$ cat config.mk
export PLATFORM = sky130hd
export DESIGN_NAME = ws2812_rx_decoder
export DESIGN_NICKNAME = d
export VERILOG_FILES = /design/src/rtl/ws2812_rx_decoder.sv
export SDC_FILE = /design/constraint.sdc
export NUM_CORES = 1
export LEC_CHECK = 0
export CAP_MARGIN = 20
export CORE_ASPECT_RATIO = 0.9
export CORE_MARGIN = 2
export CORE_UTILIZATION = 30
export CTS_CLUSTER_SIZE = 30
export DETAILED_ROUTE_END_ITERATION = 16
export PLACE_DENSITY = 0.47
export SKIP_LAST_GASP = 1
export SLEW_MARGIN = 0
export SYNTH_ARGS = -nofsm -noshare
export SYNTH_HDL_FRONTEND = slang
export SYNTH_SLANG_ARGS = --single-unit
$ cat constraint.sdc
create_clock -name clk_i -period 6.4 [get_ports clk_i]
set_clock_uncertainty 0.05 [all_clocks]
set_input_delay 1.28 -clock clk_i [delete_from_list [all_inputs] [get_ports clk_i]]
set_output_delay 1.28 -clock clk_i [all_outputs]
set_load 0.02 [all_outputs]
$ cat src/rtl/ws2812_rx_decoder.sv
// ws2812_rx_decoder
//   Receive-side decoder for the single-wire WS2812 LED-strip protocol.
//   The serial line is oversampled with clk_i, and each bit is classified by
//   the width of its high pulse. The decoder assembles MSB-first 24-bit
//   pixel words and strobes frame boundaries (a long low gap) and protocol
//   errors.
//
// Ports
//   clk_i           system clock
//   rst_i           asynchronous active-high reset
//   din_i           WS2812 serial line, asynchronous to clk_i
//   pixel_data_o    last decoded pixel; the first received bit is in [23]
//   pixel_valid_o   one-cycle strobe; pixel_data_o/pixel_index_o are valid
//   pixel_index_o   index of the pixel within the frame
//   frame_done_o    one-cycle strobe at the end-of-frame gap
//   frame_pixels_o  whole pixels received in the frame (valid with frame_done_o)
//   err_o           one-cycle error strobe
//   err_code_o      0 short high, 1 long high, 2 partial pixel, 3 pixel overflow
//   in_frame_o      high while a frame is being received
module ws2812_rx_decoder #(
  parameter int  MAX_PIXELS    = 160,
  parameter int  MIN_HIGH      = 5,
  parameter int  ONE_THRESHOLD = 35,
  parameter int  MAX_HIGH      = 65,
  parameter int  RESET_CYCLES  = 2500,
  localparam int IW            = $clog2(MAX_PIXELS),
  localparam int FW            = $clog2(MAX_PIXELS + 1)
) (
  input  logic          clk_i,
  input  logic          rst_i,
  input  logic          din_i,
  output logic [23:0]   pixel_data_o,
  output logic          pixel_valid_o,
  output logic [IW-1:0] pixel_index_o,
  output logic          frame_done_o,
  output logic [FW-1:0] frame_pixels_o,
  output logic          err_o,
  output logic [1:0]    err_code_o,
  output logic          in_frame_o
);

  localparam int HW = $clog2(MAX_HIGH + 2);
  localparam int LW = $clog2(RESET_CYCLES + 1);

  localparam logic [HW-1:0] HI_MIN  = HW'(MIN_HIGH);
  localparam logic [HW-1:0] HI_ONE  = HW'(ONE_THRESHOLD);
  localparam logic [HW-1:0] HI_MAX  = HW'(MAX_HIGH);
  localparam logic [HW-1:0] HI_SAT  = HW'(MAX_HIGH + 1);
  localparam logic [LW-1:0] LO_SAT  = LW'(RESET_CYCLES);
  localparam logic [FW-1:0] PIX_MAX = FW'(MAX_PIXELS);

  typedef enum logic [1:0] {SYNC, IDLE, HIGH, LOW} state_t;

  state_t state_q, state_d;

  logic          sync_q, din_s_q, din_d_q;
  logic [HW-1:0] high_cnt_q, high_cnt_d;
  logic [LW-1:0] low_cnt_q, low_cnt_d;
  logic [4:0]    bit_cnt_q, bit_cnt_d;
  logic [FW-1:0] pix_cnt_q, pix_cnt_d;
  logic          ovf_q, ovf_d;
  logic [23:0]   shift_q, shift_d;

  logic [23:0]   pixel_data_q, pixel_data_d;
  logic          pixel_valid_q, pixel_valid_d;
  logic [IW-1:0] pixel_index_q, pixel_index_d;
  logic          frame_done_q, frame_done_d;
  logic [FW-1:0] frame_pixels_q, frame_pixels_d;
  logic          err_q, err_d;
  logic [1:0]    err_code_q, err_code_d;
  logic          in_frame_q, in_frame_d;

  logic          rise, fall, bit_val, short_hi, long_hi, gap_done;
  logic [23:0]   shifted;

  assign rise     = din_s_q & ~din_d_q;
  assign fall     = ~din_s_q & din_d_q;
  // On the falling-edge cycle, high_cnt_q holds the full width of the pulse that just ended.
  assign short_hi = fall && (high_cnt_q < HI_MIN);
  assign long_hi  = high_cnt_q > HI_MAX;
  assign gap_done = low_cnt_q == LO_SAT;
  assign bit_val  = high_cnt_q >= HI_ONE;
  assign shifted  = {shift_q[22:0], bit_val};

  // Each counter clears while the line sits at the opposite level, so it
  // starts from zero at every edge and saturates instead of wrapping.
  always_comb begin
    high_cnt_d = '0;
    low_cnt_d  = '0;
    if (din_s_q) begin
      high_cnt_d = (high_cnt_q != HI_SAT) ? high_cnt_q + 1'b1 : high_cnt_q;
    end else begin
      low_cnt_d = (low_cnt_q != LO_SAT) ? low_cnt_q + 1'b1 : low_cnt_q;
    end
  end

  always_ff @(posedge clk_i or posedge rst_i) begin
    if (rst_i) state_q <= SYNC;
    else       state_q <= state_d;
  end

  always_comb begin
    state_d = state_q;
    case (state_q)
      SYNC: if (gap_done) state_d = IDLE;
      IDLE: if (rise) state_d = HIGH;
      HIGH: begin
        if (short_hi || long_hi) state_d = SYNC;
        else if (fall)           state_d = LOW;
      end
      LOW: begin
        if (gap_done)  state_d = IDLE;
        else if (rise) state_d = HIGH;
      end
      default: state_d = SYNC;
    endcase
  end

  // The overflow error fires only on the first surplus pixel. Decoding then
  // continues, so the frame still ends with frame_done and MAX_PIXELS.
  always_comb begin
    bit_cnt_d      = bit_cnt_q;
    pix_cnt_d      = pix_cnt_q;
    ovf_d          = ovf_q;
    shift_d        = shift_q;
    pixel_data_d   = pixel_data_q;
    pixel_index_d  = pixel_index_q;
    frame_pixels_d = frame_pixels_q;
    err_code_d     = err_code_q;
    in_frame_d     = in_frame_q;
    pixel_valid_d  = 1'b0;
    frame_done_d   = 1'b0;
    err_d          = 1'b0;
    case (state_q)
      IDLE: begin
        if (rise) begin
          in_frame_d = 1'b1;
          bit_cnt_d  = '0;
          pix_cnt_d  = '0;
          ovf_d      = 1'b0;
        end
      end
      HIGH: begin
        if (short_hi || long_hi) begin
          err_d      = 1'b1;
          err_code_d = short_hi ? 2'd0 : 2'd1;
          in_frame_d = 1'b0;
          bit_cnt_d  = '0;
        end else if (fall) begin
          shift_d = shifted;
          if (bit_cnt_q == 5'd23) begin
            bit_cnt_d = '0;
            if (pix_cnt_q < PIX_MAX) begin
              pixel_data_d  = shifted;
              pixel_index_d = pix_cnt_q[IW-1:0];
              pixel_valid_d = 1'b1;
              pix_cnt_d     = pix_cnt_q + 1'b1;
            end else if (!ovf_q) begin
              err_d      = 1'b1;
              err_code_d = 2'd3;
              ovf_d      = 1'b1;
            end
          end else begin
            bit_cnt_d = bit_cnt_q + 1'b1;
          end
        end
      end
      LOW: begin
        if (gap_done) begin
          frame_done_d   = 1'b1;
          frame_pixels_d = pix_cnt_q;
          in_frame_d     = 1'b0;
          bit_cnt_d      = '0;
          if (bit_cnt_q != 5'd0) begin
            err_d      = 1'b1;
            err_code_d = 2'd2;
          end
        end
      end
      default: ;
    endcase
  end

  // din_i passes through two synchroniser flops before use; din_d_q lags
  // din_s_q by one cycle for edge detection.
  always_ff @(posedge clk_i or posedge rst_i) begin
    if (rst_i) begin
      sync_q         <= 1'b0;
      din_s_q        <= 1'b0;
      din_d_q        <= 1'b0;
      high_cnt_q     <= '0;
      low_cnt_q      <= '0;
      bit_cnt_q      <= '0;
      pix_cnt_q      <= '0;
      ovf_q          <= 1'b0;
      shift_q        <= '0;
      pixel_data_q   <= '0;
      pixel_valid_q  <= 1'b0;
      pixel_index_q  <= '0;
      frame_done_q   <= 1'b0;
      frame_pixels_q <= '0;
      err_q          <= 1'b0;
      err_code_q     <= '0;
      in_frame_q     <= 1'b0;
    end else begin
      sync_q         <= din_i;
      din_s_q        <= sync_q;
      din_d_q        <= din_s_q;
      high_cnt_q     <= high_cnt_d;
      low_cnt_q      <= low_cnt_d;
      bit_cnt_q      <= bit_cnt_d;
      pix_cnt_q      <= pix_cnt_d;
      ovf_q          <= ovf_d;
      shift_q        <= shift_d;
      pixel_data_q   <= pixel_data_d;
      pixel_valid_q  <= pixel_valid_d;
      pixel_index_q  <= pixel_index_d;
      frame_done_q   <= frame_done_d;
      frame_pixels_q <= frame_pixels_d;
      err_q          <= err_d;
      err_code_q     <= err_code_d;
      in_frame_q     <= in_frame_d;
    end
  end

  assign pixel_data_o   = pixel_data_q;
  assign pixel_valid_o  = pixel_valid_q;
  assign pixel_index_o  = pixel_index_q;
  assign frame_done_o   = frame_done_q;
  assign frame_pixels_o = frame_pixels_q;
  assign err_o          = err_q;
  assign err_code_o     = err_code_q;
  assign in_frame_o     = in_frame_q;

endmodule

### Yosys cells after proc, flatten, opt, wreduce, memory -nomap -nowiden

Cells that the tools add are included.

| word-level totals | value |
|---|---|
| bits in registers | 107 |
| input bits | 3 |
| output and inout bits | 46 |
| logic and storage cells | 126 |

| operators by class | value |
|---|---|
| $add $sub $neg | 4 |
| $lt $le $gt $ge | 4 |
| equal/unequal tests | 22 |
| multiplexer cells | 56 |
| bitwise gates (word level) | 5 |
| reductions and logical operators | 17 |

Operators by type and width:

| operator | number |
|---|---|
| $mux W8 | 5 |
| $mux W5 | 5 |
| $mux W12 | 2 |
| $mux W2 | 12 |
| $mux W1 | 23 |
| $ne A2 B2 Y1 const B | 10 |
| $pmux W8 S2 | 1 |
| $pmux W5 S3 | 1 |
| $mux W7 | 2 |
| $add A12 B1 Y12 const B | 1 |
| $eq A12 B12 Y1 const B | 1 |
| $ne A12 B12 Y1 const B | 1 |
| $ne A3 B3 Y1 const B | 4 |
| $reduce_and A6 Y1 | 2 |
| $add A8 B1 Y8 const B | 1 |
| $lt A8 B8 Y1 const B | 1 |
| $pmux W2 S4 | 1 |
| $reduce_and A4 Y1 | 2 |
| $add A7 B1 Y7 const B | 1 |
| $ge A7 B6 Y1 const B | 1 |
| $gt A7 B7 Y1 const B | 1 |
| $lt A7 B3 Y1 const B | 1 |
| $ne A7 B7 Y1 const B | 1 |
| $reduce_and A7 Y1 | 1 |
| 19 further kinds | 27 |

### Depth between registers and ports, before layout

| logic depth | value |
|---|---|
| word-level depth | 6 |
| mapped depth | 9 |
| gate-level depth less buffers | 8 |

### Least setup slack after synthesis

OpenSTA, ideal clock, no wires.

| timing | value |
|---|---|
| path kind | register to register |
| from | reg high_cnt_q[2] |
| to | reg pixel_data_q[10], in the netlist pixel_data_o[10] |
| setup time | 125 ps |
| data arrival time | 2096 ps |
| data required time | 6225 ps |
| slack | 4129 ps |
| stages on the path, launching flop included | 9 |
| buffers on the path | 2 |
| period minus slack after synthesis | 2271 ps |
| cells stage by stage | dfrtp_1 -> buf_6 -> nor4_4 -> a21oi_2 -> or2_1 -> or3_4 -> inv_2 -> buf_6 -> mux2_2 |

| between the ends | value |
|---|---|
| cells in the longest elaborated chain, start to end | 5 |
| elaborated cells between the ends (all ways) | 6 |
| classes of those cells | 2 x order compare; 1 x bitwise; 3 x reduce/logical |

RTL lines:

| item | RTL line | source |
|---|---|---|
| start: declaration | 57 | `logic [HW-1:0] high_cnt_q, high_cnt_d;` |
| start signal: assignment | 209 | `high_cnt_q <= high_cnt_d;` |
| $lt A7 B3 Y1 | 79 | `assign short_hi = fall && (high_cnt_q < HI_MIN);` |
| $logic_and A1 B1 Y1 | 79 |  |
| $logic_or A1 B1 Y1 * | 144 | `if (short_hi \|\| long_hi) begin` |
| $not A1 Y1 (no source line) * | -- |  |
| $reduce_and A5 Y1 (no source line) * | -- |  |
| end signal: assignment | 215 | `pixel_data_q <= pixel_data_d;` |
| end: declaration | 64 | `logic [23:0] pixel_data_q, pixel_data_d;` |

Mark *: on every way between the ends. The rest lies on a longest branch, timed or not.
A chain may end at the register's enable or synchronous reset.

### Worst setup path after layout

| timing | value |
|---|---|
| from | reg din_s_q |
| to | reg pixel_data_q[10], in the netlist pixel_data_o[10] |

| between the ends | value |
|---|---|
| cells in the longest elaborated chain, start to end | 6 |

RTL lines:

| item | RTL line | source |
|---|---|---|
| start: declaration | 56 | `logic sync_q, din_s_q, din_d_q;` |
| start signal: assignment | 207 | `din_s_q <= sync_q;` |
| $not A1 Y1 * | 77 | `assign fall = ~din_s_q & din_d_q;` |
| $and A1 B1 Y1 * | 77 |  |
| $logic_and A1 B1 Y1 | 79 |  |
| $logic_or A1 B1 Y1 | 144 |  |
| $not A1 Y1 (no source line) | -- |  |
| $reduce_and A5 Y1 (no source line) * | -- |  |

Marks and branches as above.

==> results.py <==
metrics = {
    "global_routing": {
        "grt_pass1_vias": 2988,
        "grt_usage_pct": 11.8,
        "grt_max_degree": 63,
        "grt-ovfl-total": 0,
        "antenna_found_initial": 0,
        "grt_pass1_wl_mm": 15.4,
    },
    "cells_and_area": {
        "fill_cells": 1543,
        "diodes": 0,
        "syn2layout_area_growth_pct": 19.9,
        "drive_gt1_share_pct": 14.3,
        "final_util_pct": 36.7,
        "nets": 473,
    },
    "synthesis": {
        "syn_area_per_cell_um2": 11.3,
        "ys_seq_area_share_pct": 57.1,
        "synth_edf_count": 0,
        "synth_area_um2": 4690,
        "yosysUniqueCellTypes": 54,
        "synth_nets": 428,
        "synth_top_cells_by_area": "dfrtp_1, mux2_2, nand2_1, mux2_4, ha_1",
        "ys_seq_elements": 107,
        "ys_async_sr_fraction_pct": 100,
        "synth_top_area_share_pct": 57.1,
        "syn_inst": 417,
        "yosysWarnings": 0,
        "yosys.area.top_type": "dfrtp_1",
        "synth_top_flop_cell": "dfrtp_1",
    },
    "clock_tree": {
        "cts_buffers": 9,
        "cts_tree": "built",
        "clk_pin_slew_ns": 0.07,
        "htree_levels": 3,
        "cts_max_path_buffers": 2,
        "cts_setup_buffers": 0,
        "post_cts_resize_count": 0,
        "cts_sinks": 107,
        "clk_latency_ns": 0.34,
        "cts-root-buf": "clkbuf_16",
        "postCtsHoldBufs": 0,
    },
    "power": {
        "peakVddDrop_v": 0.000124,
        "p_leak_nw": 2.66,
        "p_total_mw": 1.24,
        "p_per_area_nw_per_um2": 220,
    },
    "critical_path": {
        "reg2reg_depth": 6,
        "critPathArrivalTime_ns": 3.62,
        "path_cells": "and4bb_2, o21ai_1, or2_1, or3_4, inv_2, mux2_2",
        "path_class": "register to register",
        "cp_slowest_cell": "or3_4",
        "cpPeakStageDelay_ns": 0.67,
        "crit_family": "simple AND/OR/NAND/NOR gates",
        "cp-end-kind": "register",
        "crit_cells": 6,
        "cp-start-kind": "register",
        "cp.required_ns": 6.58,
        "worst-path-buf-inv": 1,
        "cp_max_fo": 29,
    },
    "sta": {
        "finalHoldViolCount": 0,
        "drv_slew": 0,
        "grt_setup_unrepaired": "no",
        "fmax_mhz": 291,
        "period_share_pct": 53.7,
        "slew-limit-headroom_pct": 32.1,
        "worst_pin_slew_ns": 1.02,
        "finalSetupViolations": 0,
        "hold-worst-slack_ns": 0.305,
        "tns_ns": 0,
        "period_needed_ns": 3.44,
    },
    "routing": {
        "drc": 0,
        "via_count": 3102,
        "routed_wl_mm": 9.10,
        "postRouteAntennaNets": 0,
        "wl_per_cell_um": 13.6,
        "dr.pass1.iters": 4,
        "initialDrtViolationCount": 164,
        "vias_per_cell": 4.64,
    },
    "floorplanning": {
        "io_pins": 49,
        "die_h_um": 123,
        "die_w_um": 136,
        "die-area_um2": 16700,
        "coreArea_um2": 15300,
        "std_cell_rows": 43,
        "initial_core_util_pct": 30.6,
    },
    "hold_path": {
        "holdCritPathClass": "register to register",
        "whs_path_depth": 0,
    },
    "job": {
        "cap_violations": 0,
    },
    "placement": {
        "dpl.hpwl_mm": 6.11,
        "numPortBuffers": 48,
        "gp_congestion": 0.753,
    },
    "run_status": {
        "status": "completed",
    },
}
-- report_power, final --
part | switching (mW) | internal, mW
combinational | 0.0208 | 0.00925
sequential | 0.00763 | 0.680
clock | 0.254 | 0.266
total | 0.282 | 0.955
-- final timing paths --
kind	startpoint	slack, ns	end
max	din_s_q$_DFF_PP0_	2.96	pixel_data_o[10]$_DFFE_PP0P_
min	sync_q$_DFF_PP0_	0.31	din_s_q$_DFF_PP0_
max reg2reg	din_s_q$_DFF_PP0_	2.96	pixel_data_o[10]$_DFFE_PP0P_
min reg2reg	sync_q$_DFF_PP0_	0.31	din_s_q$_DFF_PP0_
max in group asynchronous	rst_i	3.83	pix_cnt_q[7]$_DFFE_PP0P_
min in group asynchronous	rst_i	1.38	in_frame_o$_DFFE_PP0P_
-- layout make-up --
class                           count  area, um2  area share (%)
Sequential cell                   107       2680            47.6
Multi-Input combinational cell    277       1860            33.0
Timing Repair Buffer               51        503            8.94
Tap cell                          202        253            4.49
Clock buffer                        9        225            4.00
Inverter                           16       62.6            1.11
Clock inverter                      7       51.3           0.912
-- layout by cell type, fill, tap and decap left out, types with 5 or more instances in the layout --
cell type,netlist,routed
nand4_1,6,6
inv_1,15,14
nand3_1,12,12
and2_1,6,6
ha_1,8,8
a21oi_1,11,11
or3_1,5,5
nor2_1,25,25
xnor2_1,8,8
nand2_1,83,83
mux2_4,9,9
xor2_1,9,9
mux2_2,32,32
clkbuf_16,0,9
o21ai_0,8,8
clkdlybuf4s50_1,0,48
nor4_1,6,6
dfrtp_1,107,107
-- state kept, by name, summed over array words and instances (netlist names) --
signal,count
pixel_data_o,24
shift_q,23
low_cnt_q,12
frame_pixels_o,8
pix_cnt_q,8
pixel_index_o,8
high_cnt_q,7
bit_cnt_q,5
err_code_o,2
state_q,2
din_d_q,1
din_s_q,1
err_o,1
frame_done_o,1
in_frame_o,1
ovf_q,1
pixel_valid_o,1
sync_q,1
-- per-layer routing --
layer | wire length [um] | vias to the layer above | global-route usage (%)
met2 | 4030 | 50 | 17.7
met3 | 338 | 10 | 2.97
li1 | - | 1513 | -
met4 | 119 | 0 | 3.45
met5 | 0 | - | 0
met1 | 4610 | 1529 | 16.8
-- logic make-up after synthesis --
kind of cell	after synthesis	synth area share, %
AOI/OAI and AO/OA	43	6.16
xor gates and xnor gates	17	3.17
DFF	107	57.1
adders and majority gates	8	2.13
buffers and inverters	33	3.41
muxes	42	10.8
and+or+nand+nor	167	17.3
-- synth_stat cells, types with 2 or more instances --
master,n
nor3_1,3
nand4_1,6
nand2b_1,2
nand2_1,83
nand3_1,12
xnor2_1,8
a22o_1,2
dfrtp_1,107
o21ai_0,8
or3_1,5
xor2_1,9
o21bai_1,4
ha_1,8
nor3b_1,3
clkbuf_1,8
mux2_2,32
buf_2,5
mux2_4,9
nor4_1,6
buf_6,4
and2_1,6
a21oi_1,11
and3_1,2
inv_1,15
and4b_1,4
o2bb2ai_1,2
nor2_1,25
a21o_1,2
-- through the flow --
stage	std cells	instance area (um2)	setup WS, ns
floorplan	417	4690	2.25
global placement	653	5350	2.95
detailed placement	653	5350	2.91
CTS	669	5630	2.90
global route	669	5630	2.71
finish	669	5630	2.96
No activity file was read; power rests on OpenSTA's default activity.
